[src/rtl/mp_out.sv]
// MP_out: collects four ciphertext words into a 128-bit frame and
// streams it out MSB-first as 16 bytes through a UART handshake.
module mp_out #(
    parameter int DATA_WIDTH = 32
) (
    input  logic                  clk,
    input  logic                  rst,
    input  logic [DATA_WIDTH-1:0] MP_cipher_in,
    input  logic                  MP_dv_in,
    input  logic                  TX_done_in,
    output logic [7:0]            uart_byte_out,
    output logic                  TX_DV_out,
    output logic                  MP_busy_out,
    output logic                  MP_done_out,
    output logic                  MP_overrun_out
);

    typedef enum logic [2:0] {
        IDLE,
        LOAD,
        SEND,
        WAIT,
        DONE
    } state_t;

    state_t       state;
    state_t       state_nxt;
    logic [127:0] buffer;
    logic [1:0]   wcnt;
    logic [3:0]   k;
    logic [7:0]   byte_q;
    logic [7:0]   cur_byte;
    logic         accept;
    logic         in_tx;

    assign accept = MP_dv_in && (state == IDLE || state == LOAD);
    assign in_tx  = (state == SEND) || (state == WAIT) || (state == DONE);

    // Select byte k of the frame, byte 0 being the top of the buffer
    always_comb begin
        cur_byte = 8'h00;
        for (int i = 0; i < 16; i++) begin
            if (k == i[3:0]) begin
                cur_byte = buffer[127-8*i -: 8];
            end
        end
    end

    // State register
    always_ff @(posedge clk) begin
        if (rst) begin
            state <= IDLE;
        end else begin
            state <= state_nxt;
        end
    end

    // Next-state logic
    always_comb begin
        state_nxt = state;
        case (state)
            IDLE: begin
                if (MP_dv_in) begin
                    state_nxt = LOAD;
                end
            end
            LOAD: begin
                if (MP_dv_in && wcnt == 2'd3) begin
                    state_nxt = SEND;
                end
            end
            SEND: state_nxt = WAIT;
            WAIT: begin
                if (TX_done_in) begin
                    state_nxt = (k == 4'd15) ? DONE : SEND;
                end
            end
            DONE: state_nxt = IDLE;
            default: state_nxt = IDLE;
        endcase
    end

    // Frame buffer, word counter, byte index and held output byte
    always_ff @(posedge clk) begin
        if (rst) begin
            buffer <= '0;
            wcnt   <= '0;
            k      <= '0;
            byte_q <= '0;
        end else begin
            if (accept) begin
                buffer <= {buffer[127-DATA_WIDTH:0], MP_cipher_in};
                wcnt   <= wcnt + 2'd1;
            end
            if (state == SEND) begin
                byte_q <= cur_byte;
            end
            if (state == WAIT && TX_done_in && k != 4'd15) begin
                k <= k + 4'd1;
            end
            if (state == DONE) begin
                wcnt <= '0;
                k    <= '0;
            end
        end
    end

    // Moore outputs; the byte bus keeps its last value outside SEND
    always_comb begin
        TX_DV_out      = (state == SEND);
        uart_byte_out  = (state == SEND) ? cur_byte : byte_q;
        MP_busy_out    = (state != IDLE);
        MP_done_out    = (state == DONE);
        MP_overrun_out = MP_dv_in && in_tx && !rst;
    end

endmodule

[config.mk]
export PLATFORM = sky130hd
export DESIGN_NAME = mp_out
export DESIGN_NICKNAME = d
export VERILOG_FILES = /design/src/rtl/mp_out.sv
export SDC_FILE = /design/constraint.sdc
export NUM_CORES = 1
export LEC_CHECK = 0
export CORE_MARGIN = 2
export CORE_UTILIZATION = 60
export DETAILED_ROUTE_END_ITERATION = 7
export PLACE_DENSITY = 0.88
export RECOVER_POWER = 50
export SETUP_SLACK_MARGIN = 0.4
export SKIP_CTS_REPAIR_TIMING = 1
export SYNTH_ARGS = -nofsm -noshare
export SYNTH_HDL_FRONTEND = slang
export SYNTH_SLANG_ARGS = --single-unit
[constraint.sdc]
create_clock -name clk -period 6.8 [get_ports clk]
set_input_delay 1.36 -clock clk [delete_from_list [all_inputs] [get_ports clk]]
set_output_delay 1.36 -clock clk [all_outputs]
set_load 0.005 [all_outputs]
Word level (Yosys, flattened, before mapping)
Index checks and enable logic that the tools add are counted.
- logic and storage cells: 68
- register bits: 145
- input port bits: 36
- $add $sub $neg: 2
- equality and inequality tests: 24
- reduce and logical (&&, ||, !) cells: 15
- muxes and demuxes: 22
- operators by type and width (operator ; number):
    $mux 8 ; 17
    $eq 4x4->1 const B ; 8
    $eq 4x3->1 const B ; 4
    $mux 3 ; 4
    $pmux 3 s4 ; 1
    $eq 4x2->1 const B ; 2
    $eq 3x2->1 const B ; 2
    $logic_and 1x1->1 ; 6
    $add 4x1->4 const B ; 1
    $eq 4x1->1 const B ; 1
    $logic_not 4->1 ; 1
    $ne 2x2->1 const B ; 2
    $ne 4x4->1 const B ; 1
    $eq 3x1->1 const B ; 1
    $eq 3x3->1 const B ; 1
    $logic_not 3->1 ; 1
    $logic_or 1x1->1 ; 3
    $reduce_and 3->1 ; 1
    $reduce_bool 3->1 ; 1
    $add 2x1->2 const B ; 1
    $eq 2x2->1 const B ; 1
    $ne 2x1->1 const B ; 1
    $reduce_or 2->1 ; 1
    $logic_not 1->1 ; 1

Logic depth before layout (Yosys ltp)
Gate-level depths: netlist (run 1).
- depth in word-level cells: 18
- mapped depth: 10

Least setup slack after synthesis (run 1)
No wires, ideal clock.
- path type: reg2out
- start: register k[0]
- end: output uart_byte_out[2]
- slack: 3582 ps
- data arrival time: 1858 ps
- data required time: 5440 ps
- cell stages (with the launch flop): 10
- path through: dfxtp_1 > inv_1 > ha_1 > buf_2 > buf_2 > a21oi_1 > o21ai_0 > a221o_1 > a311oi_1 > o221ai_1
- word-level cells in the longest chain between the ends: 18
- RTL lines (item ; RTL line ; text):
    from (decl) ; 30 ; logic [3:0] k;
    from (signal assigned) ; 99 ; k <= k + 4'd1;
    $logic_not 4->1 ; 43 ; if (k == i[3:0]) begin
    $mux 8 (15 in series) ; 43 ;
    $mux 8 (*) ; 43 ;
    $mux 8 (*) ; n/a ;
    to (decl) ; 11 ; output logic [7:0] uart_byte_out,
Every way passes the cells marked *; elsewhere a longest branch is shown, timed or not.

Worst setup path after layout (run 1)
- start: input MP_dv_in
- end: register buffer[47]
- word-level cells in the longest chain between the ends: 1
- RTL lines (item ; RTL line ; text):
    from (decl) ; 9 ; input logic MP_dv_in,
    $logic_and 1x1->1 ; 36 ; assign accept = MP_dv_in && (state == IDLE || state == LOAD);
    to (signal assigned) ; 92 ; buffer <= {buffer[127-DATA_WIDTH:0], MP_cipher_in};
    to (decl) ; 28 ; logic [127:0] buffer;
Every way passes these cells.
A chain may end at the register's enable or synchronous reset.

==> results of run 1 <==
==> final timing paths <==
path                            depth (start not counted)  slack (ns)        start           to
worst max-delay path                                    5        1.53     MP_dv_in   buffer[47]
worst max register to register                          5        2.54     state[1]   buffer[47]
worst min register to register                          2        0.46  buffer[118]  buffer[118]
worst min-delay path                                    2        0.46  buffer[118]  buffer[118]
==> power by group through the flow <==
stage	clock (mW)	sequential (mW)	combinational, mW
after CTS	1.06	0.913	0.210
after detailed placement	0	0.932	0.207
after floorplan	0	0.917	0.143
final	1.05	0.916	0.211
after global placement	0	0.931	0.205
after global routing	1.09	0.918	0.232
==> through the flow <==
| stage | area, um^2 | cells |
|---|---|---|
| final | 7920 | 1077 |
| after detailed placement | 7290 | 1045 |
| after global placement | 7290 | 1045 |
| after CTS | 7960 | 1077 |
| after global routing | 7920 | 1077 |
| after floorplan | 6920 | 925 |
==> state kept, by name, indices dropped and copies added (netlist names) <==
name    cells
state       3
buffer    128
byte_q      8
wcnt        2
k           4
==> worst max-delay path, cell delays in order <==
cell,delay (ns)
dlygate4sd3_1,0.66
and2_1,2.57
buf_4,0.66
nand2_1,0.12
a21oi_1,0.16
==> placed cells by master, fill, tap and decap left out, types with 9 or more instances in the layout <==
cell	synthesis	routed
inv_1	15	16
dfxtp_1	145	145
nand2_1	288	287
nor2_1	32	32
nor2b_1	9	9
o221ai_1	10	10
o22ai_1	11	11
o21ai_0	23	23
nor3_1	6	9
a21oi_1	167	167
clkdlybuf4s50_1	0	45
nand3b_1	15	15
clkbuf_16	0	17
==> layer usage <==
layer	global-route usage, %	wire length [um]	vias up
met5	0	0	-
met4	22.8	1290	0
met3	6.15	2060	101
met2	51.8	9370	459
met1	43.3	8020	3166
li1	-	-	3182
==> cells by family after synthesis <==
family,share of synthesized area (%)
simple gates,25.5
flops,42.0
buf+inv,6.20
xor+xnor,0.506
fa+ha+maj,0.904
mux,0.145
compound gates,24.8
==> final cells by class <==
type / count / area [um^2] / share of cell area [%]
Clock buffer: 20 / 467 / 5.89
Clock inverter: 12 / 204 / 2.58
Inverter: 19 / 83.8 / 1.06
Multi-Input combinational cell: 683 / 3560 / 45.0
Sequential cell: 145 / 2900 / 36.7
Tap cell: 143 / 179 / 2.26
Timing Repair Buffer: 55 / 518 / 6.54
==> results.py, run 1 <==
metrics = {
    "power": {
        "vdd_drop_max_uv": 215,
        "power_frac_clock_pct": 48.3,
        "switching_power_mw": 0.535,
        "p_per_area_nw_per_um2": 275,
        "p_int_mw": 1.64,
        "p_sw_share_pct": 24.6,
        "power.leakage_nw": 2.58,
        "power_mw": 2.18,
        "combPwrFrac_pct": 9.7,
        "p_seq_share_pct": 42.0,
    },
    "clock_network": {
        "ctsLongestPathBuffers": 2,
        "cts_max_level": 4,
        "cts_buffers": 17,
        "cts.sinks": 145,
        "clockRootBuffer": "clkbuf_16",
        "clk_pin_slew_worst_paths_ns": 0.06,
        "clkLatencyLatePin_ns": 0.43,
        "cts_tree": "built",
    },
    "setup_path": {
        "worst_setup_path_start_kind": "input port",
        "critPathArrivalTime_ns": 5.60,
        "path_max_fanout": 99,
        "cp-end-kind": "flip-flop",
        "worst-setup-path-type": "input port to flip-flop",
        "worstPathRequired_ns": 7.13,
    },
    "layout": {
        "area_growth_pct": 14.4,
        "drive_gt1_share_pct": 6.10,
        "nets": 962,
        "finalCoreUtilization_pct": 69.9,
        "fill_cells": 916,
        "antenna_cells": 0,
    },
    "timing": {
        "finalWorstSetupSlack_ns": 1.53,
        "fmax_mhz": 190,
        "max_slew.worst_pin.slew_ns": 3.52,
        "finalHoldViolCount": 0,
        "fin_crit_sh_pct": 77.5,
        "maxSlewViolCount": 174,
        "finalCriticalPeriod_ns": 5.27,
        "tns_ns": 0,
        "setup_viol": 0,
        "skew_ns": 0.00576,
        "slew-limit-headroom_pct": -135,
        "rsz0062_at_grt": "false",
        "hold_ws_ns": 0.458,
    },
    "global_routing": {
        "grt_pass1_vias": 6450,
        "antenna_found_initial": 0,
        "grt_pass1_wl_mm": 32.9,
        "grt_max_degree": 100,
        "grt_usage_pct": 33.7,
        "overflow": 0,
    },
    "synth": {
        "synthTopCellsByCount": "nand2_1, a21oi_1, dfxtp_1, clkbuf_1, nor2_1",
        "synth_area_leaders": "dfxtp_1, nand2_1, a21oi_1",
        "synthCells": 925,
        "synth_edf_count": 0,
        "syn_area_per_cell_um2": 7.48,
        "synth-main-ff-cell": "dfxtp_1",
        "ys_ff_latch": 145,
        "ys_seq_area_share_pct": 42.0,
        "synth_cell_type_count": 70,
        "yosys_warnings": 0,
        "synth_fp_nets": 966,
        "syn-cell-area_um2": 6920,
        "yosysMostFrequentCell": "nand2_1",
        "synthArstFlopShare_pct": 0,
        "synth.top_cell.area_share_pct": 42.0,
        "yosysTopAreaCell": "dfxtp_1",
    },
    "placement": {
        "place_ws_ns": 2.36,
        "dp_hpwl_mm": 12.9,
        "port_buffers": 47,
        "gp_congestion": 0.958,
    },
    "outcome": {
        "status": "complete, but fails checks",
        "violations": "design-rule violations, max-capacitance violations, max-slew violations",
    },
    "routing": {
        "drt_iter0_markers": 846,
        "ant_nets": 0,
        "vias_per_cell": 6.41,
        "first_pass_iters": 8,
        "drc": 1,
        "wirelength_mm": 20.7,
        "wl_per_cell_um": 19.3,
        "vias": 6908,
    },
    "die": {
        "row_count": 39,
        "die_h_um": 111,
        "die_area_um2": 12400,
        "core_area_um2": 11300,
        "initial_core_util_pct": 61.1,
        "ioPinCount": 48,
        "dieWidth_um": 111,
    },
    "worst_hold_path": {
        "hp-class": "flip-flop to flip-flop",
    },
    "run": {
        "drv_cap": 2,
    },
}
No activity file was read; power rests on OpenSTA's default activity.
==> inputs of run 2 (changes only) <==
CORE_UTILIZATION = 59   (was 60)
PLACE_DENSITY = 0.87   (was 0.88)
clock period = 5.4 ns   (was 6.8 ns; I/O delays follow)
==> results.py, run 2 (synthesis results as in run 1) <==
metrics = {
    "power": {
        "power.leakage_nw": 2.56,
        "vdd_drop_max_uv": 210,
        "p_per_area_nw_per_um2": 320,
    },
    "setup_path": {
        "worst_setup_path_start_kind": "flip-flop",
        "timing.rr.start": "state[1]",
        "critPathMaxStageDelay_ns": 0.57,
        "reg2reg_to": "buffer[76]",
        "worst-setup-path-type": "flip-flop to output port",
        "critPathSlowestCell": "a311oi_1",
        "cp-end-kind": "output port",
        "reg2regPathDepth": 5,
        "critPathArrivalTime_ns": 3.72,
        "path_cells": "inv_1 > ha_1 > clkbuf_1 > a21oi_1 > nor2_1 > a221o_1 > a311oi_1 > o221ai_1 > clkdlybuf4s50_1",
        "reg2reg_slack_ns": 2.22,
        "worstPathRequired_ns": 4.32,
        "path_max_fanout": 19,
    },
    "timing": {
        "rsz0062_at_grt": "false",
        "fin_crit_sh_pct": 88.8,
        "max_slew.worst_pin.slew_ns": 2.48,
        "slew-limit-headroom_pct": -65.0,
        "finalCriticalPeriod_ns": 4.80,
        "setup_viol": 0,
        "finalHoldViolCount": 0,
        "hold_ws_ns": 0.458,
        "maxSlewViolCount": 69,
        "skew_ns": 0.00585,
        "tns_ns": 0,
        "fmax_mhz": 208,
    },
    "worst_hold_path": {
        "holdPathStages": 2,
        "min_to": "buffer[100]",
        "hp-class": "flip-flop to flip-flop",
        "hp-start": "buffer[100]",
    },
    "die": {
        "ioPinCount": 48,
        "core_area_um2": 11400,
        "initial_core_util_pct": 60.6,
        "die_h_um": 112,
        "dieWidth_um": 112,
        "row_count": 39,
        "die_area_um2": 12600,
    },
    "layout": {
        "fill_cells": 919,
        "mostFrequentLayoutCells": "nand2_1, a21oi_1, dfxtp_1",
        "largest_registers": "buffer: 128 flops, byte_q: 8 flops, k: 4 flops",
        "area_growth_pct": 13.9,
        "seqCellArea_um2": 2900,
        "multi_input_area_um2": 3600,
        "max_flop_register": "buffer",
        "nets": 967,
        "largest_reg_flops": 128,
        "antenna_cells": 0,
        "drive_gt1_share_pct": 6.82,
        "layout_commonest_cell": "nand2_1",
    },
    "outcome": {
        "violations": "max-capacitance violations, max-slew violations",
        "status": "complete, but fails checks",
    },
    "routing": {
        "drt_iter0_markers": 828,
        "wirelength_mm": 19.8,
        "drc": 0,
        "vias": 6826,
        "vias_per_cell": 6.31,
        "ant_nets": 0,
        "wl_per_cell_um": 18.3,
        "first_pass_iters": 5,
    },
    "clock_network": {
        "cts.sinks": 145,
        "clockRootBuffer": "clkbuf_16",
        "clk_pin_slew_worst_paths_ns": 0.06,
        "ctsLongestPathBuffers": 2,
        "cts_tree": "built",
        "cts_buffers": 17,
        "clkLatencyLatePin_ns": 0.42,
        "cts_max_level": 4,
    },
    "global_routing": {
        "grt_max_degree": 79,
        "grt_pass1_wl_mm": 32.1,
        "grt_pass1_vias": 6216,
        "overflow": 0,
        "grt_usage_pct": 31.7,
        "antenna_found_initial": 0,
    },
    "placement": {
        "dp_hpwl_mm": 12.6,
        "gp_congestion": 0.935,
        "port_buffers": 47,
    },
    "run": {
        "drv_cap": 1,
    },
}
-- run 2: cell count changes in the layout (fill, tap and decap cells not counted) --
cell / change
inv_2: +1
clkinv_2: +2
clkbuf_2: -1
nor3_4: +3
clkbuf_1: +2
bufinv_16: -4
clkbuf_8: -3
inv_6: +1
buf_12: +1
clkinvlp_4: +1
nor3_1: -3
buf_4: +6
inv_1: -1
-- run 2: how the worst max path moves through the flow --
stage,start,endpoint,slack [ns]
final,k[0],uart_byte_out[3],0.60
after global placement,k[0],uart_byte_out[2],1.37
after detailed placement,k[0],uart_byte_out[2],1.31
after CTS,k[0],uart_byte_out[2],0.84
after floorplan,k[0],uart_byte_out[2],2.46
after global routing,k[0],uart_byte_out[2],0.42
-- run 2: worst max-delay path, delay by kind of cell (launching register included) --
kind | cells | cell delay (ns)
buffers and inverters | 3 | 0.98
AO/OA/AOI/OAI | 4 | 1.34
flip-flops | 1 | 0.42
adder cells (fa/ha/maj) | 1 | 0.49
AND/OR/NAND/NOR | 1 | 0.06
-- run 2: layout make-up --
cell class / instances / share of cell area, %
clock buffer: 20 / 5.54
clock inverter: 12 / 1.40
inverter: 19 / 1.06
multi-input combinational: 683 / 45.6
sequential: 145 / 36.8
tap: 143 / 2.27
timing repair buffer: 60 / 7.28
-- run 2: power by group --
| part | internal (mW) | switching (mW) |
|---|---|---|
| clock | 0.634 | 0.465 |
| sequential | 1.11 | 0.0404 |
| combinational | 0.108 | 0.163 |
-- run 2: metal layers --
metal | up-vias | global-route usage, % | share of wire [%]
met5 | - | 0 | 0
met1 | 3135 | 42.5 | 40
met2 | 438 | 49.0 | 45
met3 | 72 | 7.45 | 10
li1 | 3181 | - | -
met4 | 0 | 14.4 | 3.9
-- run 2: stage by stage --
| stage | instances | power (mW) | instance area [um^2] | util [%] | setup slack [ns] |
|---|---|---|---|---|---|
| after floorplan | 925 | 1.34 | 6920 | - | 2.46 |
| after global placement | 1050 | 1.43 | 7340 | 64.3 | 1.37 |
| after detailed placement | 1050 | 1.44 | 7340 | 64.3 | 1.31 |
| after CTS | 1082 | 2.51 | 7890 | 69.1 | 0.836 |
| after global routing | 1082 | 2.60 | 7880 | 69.0 | 0.424 |
| final | 1082 | 2.52 | 7880 | 69.0 | 0.602 |
==> inputs of run 3 (changes only) <==
CORE_MARGIN = not set   (was 2)
==> results.py, run 3 (synthesis results as in run 1) <==
metrics = {
    "clock_network": {
        "ctsLongestPathBuffers": 2,
        "cts_buffers": 17,
        "cts_tree": "built",
        "clkLatencyLatePin_ns": 0.43,
        "clockRootBuffer": "clkbuf_16",
        "cts.sinks": 145,
        "clk_pin_slew_worst_paths_ns": 0.06,
        "cts_max_level": 4,
    },
    "global_routing": {
        "gr-usage-met1_pct": 45.8,
        "overflow": 0,
        "grt_most_used_layer": "met2",
        "use_met3_pct": 7.29,
        "antenna_found_initial": 0,
        "grt_pass1_wl_mm": 31.4,
        "grt_usage_pct": 34.3,
        "grt_pass1_vias": 6168,
        "grt_max_degree": 107,
        "use_met2_pct": 51.9,
    },
    "layout": {
        "design_area_um2": 7890,
        "nets": 962,
        "fill_cells": 945,
        "max_flop_register": "buffer",
        "multi_input_area_um2": 3600,
        "mostFrequentLayoutCells": "nand2_1, a21oi_1, dfxtp_1",
        "stdcell_count": 1077,
        "largest_reg_flops": 128,
        "drive_gt1_share_pct": 6.42,
        "layout_commonest_cell": "nand2_1",
        "area_growth_pct": 14.1,
        "seqCellArea_um2": 2900,
        "largest_registers": "buffer: 128 flops, byte_q: 8 flops, k: 4 flops",
        "antenna_cells": 0,
        "finalCoreUtilization_pct": 69.1,
    },
    "timing": {
        "finalCriticalPeriod_ns": 4.69,
        "rsz0062_at_grt": "false",
        "maxSlewViolCount": 190,
        "finalHoldViolCount": 0,
        "setup_viol": 0,
        "slew-limit-headroom_pct": -139,
        "hold_ws_ns": 0.456,
        "fmax_mhz": 213,
        "tns_ns": 0,
        "skew_ns": 0.00712,
        "fin_crit_sh_pct": 86.9,
        "max_slew.worst_pin.slew_ns": 3.58,
        "finalWorstSetupSlack_ns": 0.708,
    },
    "die": {
        "initial_core_util_pct": 60.6,
        "row_count": 39,
        "dieWidth_um": 110,
        "ioPinCount": 48,
        "die_h_um": 110,
        "core_area_um2": 11400,
        "die_area_um2": 12200,
    },
    "routing": {
        "wl_per_cell_um": 18.4,
        "first_pass_iters": 6,
        "drc": 0,
        "drt_iter0_markers": 897,
        "vias": 6793,
        "vias_per_cell": 6.31,
        "wirelength_mm": 19.8,
        "ant_nets": 0,
    },
    "placement": {
        "placed_area_um2": 7290,
        "dp_hpwl_mm": 12.8,
        "gp_congestion": 0.919,
        "port_buffers": 47,
        "place_inst": 1045,
        "place_ws_ns": 1.41,
    },
    "worst_hold_path": {
        "holdPathStages": 2,
        "hp-class": "flip-flop to flip-flop",
    },
    "setup_path": {
        "critPathMaxStageDelay_ns": 0.58,
        "worst-setup-path-type": "flip-flop to output port",
        "reg2regPathDepth": 5,
        "timing.rr.start": "state[2]",
        "reg2reg_slack_ns": 2.47,
        "path_max_fanout": 17,
        "critical_path.most_common_cell": "o221ai_1",
        "reg2reg_to": "buffer[91]",
        "critPathArrivalTime_ns": 3.61,
        "worstPathRequired_ns": 4.32,
        "crit_cells": 9,
        "critPathTopFamily": "buffers and inverters",
        "cp-end-kind": "output port",
        "worst_setup_path_start_kind": "flip-flop",
        "path_cells": "inv_1 > ha_1 > clkbuf_1 > nand3b_1 > a221oi_1 > o221ai_1 > o221ai_1 > a311o_1 > clkdlybuf4s50_1",
        "critPathSlowestCell": "ha_1",
        "endpoint": "uart_byte_out[0]",
        "crit_path_start": "k[0]",
        "cp_num_buf_inv": 3,
    },
    "outcome": {
        "status": "complete, but fails checks",
        "violations": "max-capacitance violations, max-slew violations",
    },
    "run": {
        "drv_cap": 2,
    },
    "power": {
        "power.leakage_nw": 2.57,
        "p_per_area_nw_per_um2": 334,
        "power_mw": 2.63,
        "vdd_drop_max_uv": 285,
    },
}
## run 3: cell count changes in the layout (fill, tap and decap cells not counted), sizes merged, moves of 2 or more
cell	previous run	this run
buf	13	7
clkinvlp	4	1
bufinv	1	3
inv	19	21
## run 3: worst register-to-register path: stages (launching register included)
cell	delay [ns]
dfxtp_1	0.35
nor2_1	0.23
and2_2	1.49
buf_4	0.50
nand2_1	0.12
a21oi_1	0.12
## run 3: layout make-up
type                            instances  share of cell area (%)
Inverter                               19                    1.06
Clock inverter                         14                    2.28
Timing Repair Buffer                   55                    6.59
Multi-Input combinational cell        683                    45.6
Sequential cell                       145                    36.8
Clock buffer                           18                    5.44
Tap cell                              143                    2.27
## run 3: report_power, final
| part | switching, mW | internal [mW] |
|---|---|---|
| Clock | 0.480 | 0.734 |
| Sequential | 0.0425 | 1.11 |
| Combinational | 0.164 | 0.103 |
## run 3: layer usage
layer  part of all wire [%]  vias to the layer above
li1                       -                     3191
met1                     41                     3137
met3                    9.1                       74
met2                     45                      391
met5                      0                        -
met4                    4.5                        0
## run 3: how the worst min path moves through the flow
stage	endpoint	slack, ns	from
after floorplan	buffer[101]	0.44	buffer[101]
after global placement	buffer[107]	0.44	buffer[107]
after detailed placement	buffer[96]	0.45	buffer[96]
after CTS	buffer[96]	0.46	buffer[96]
after global routing	buffer[104]	0.47	buffer[104]
final	buffer[108]	0.46	buffer[108]
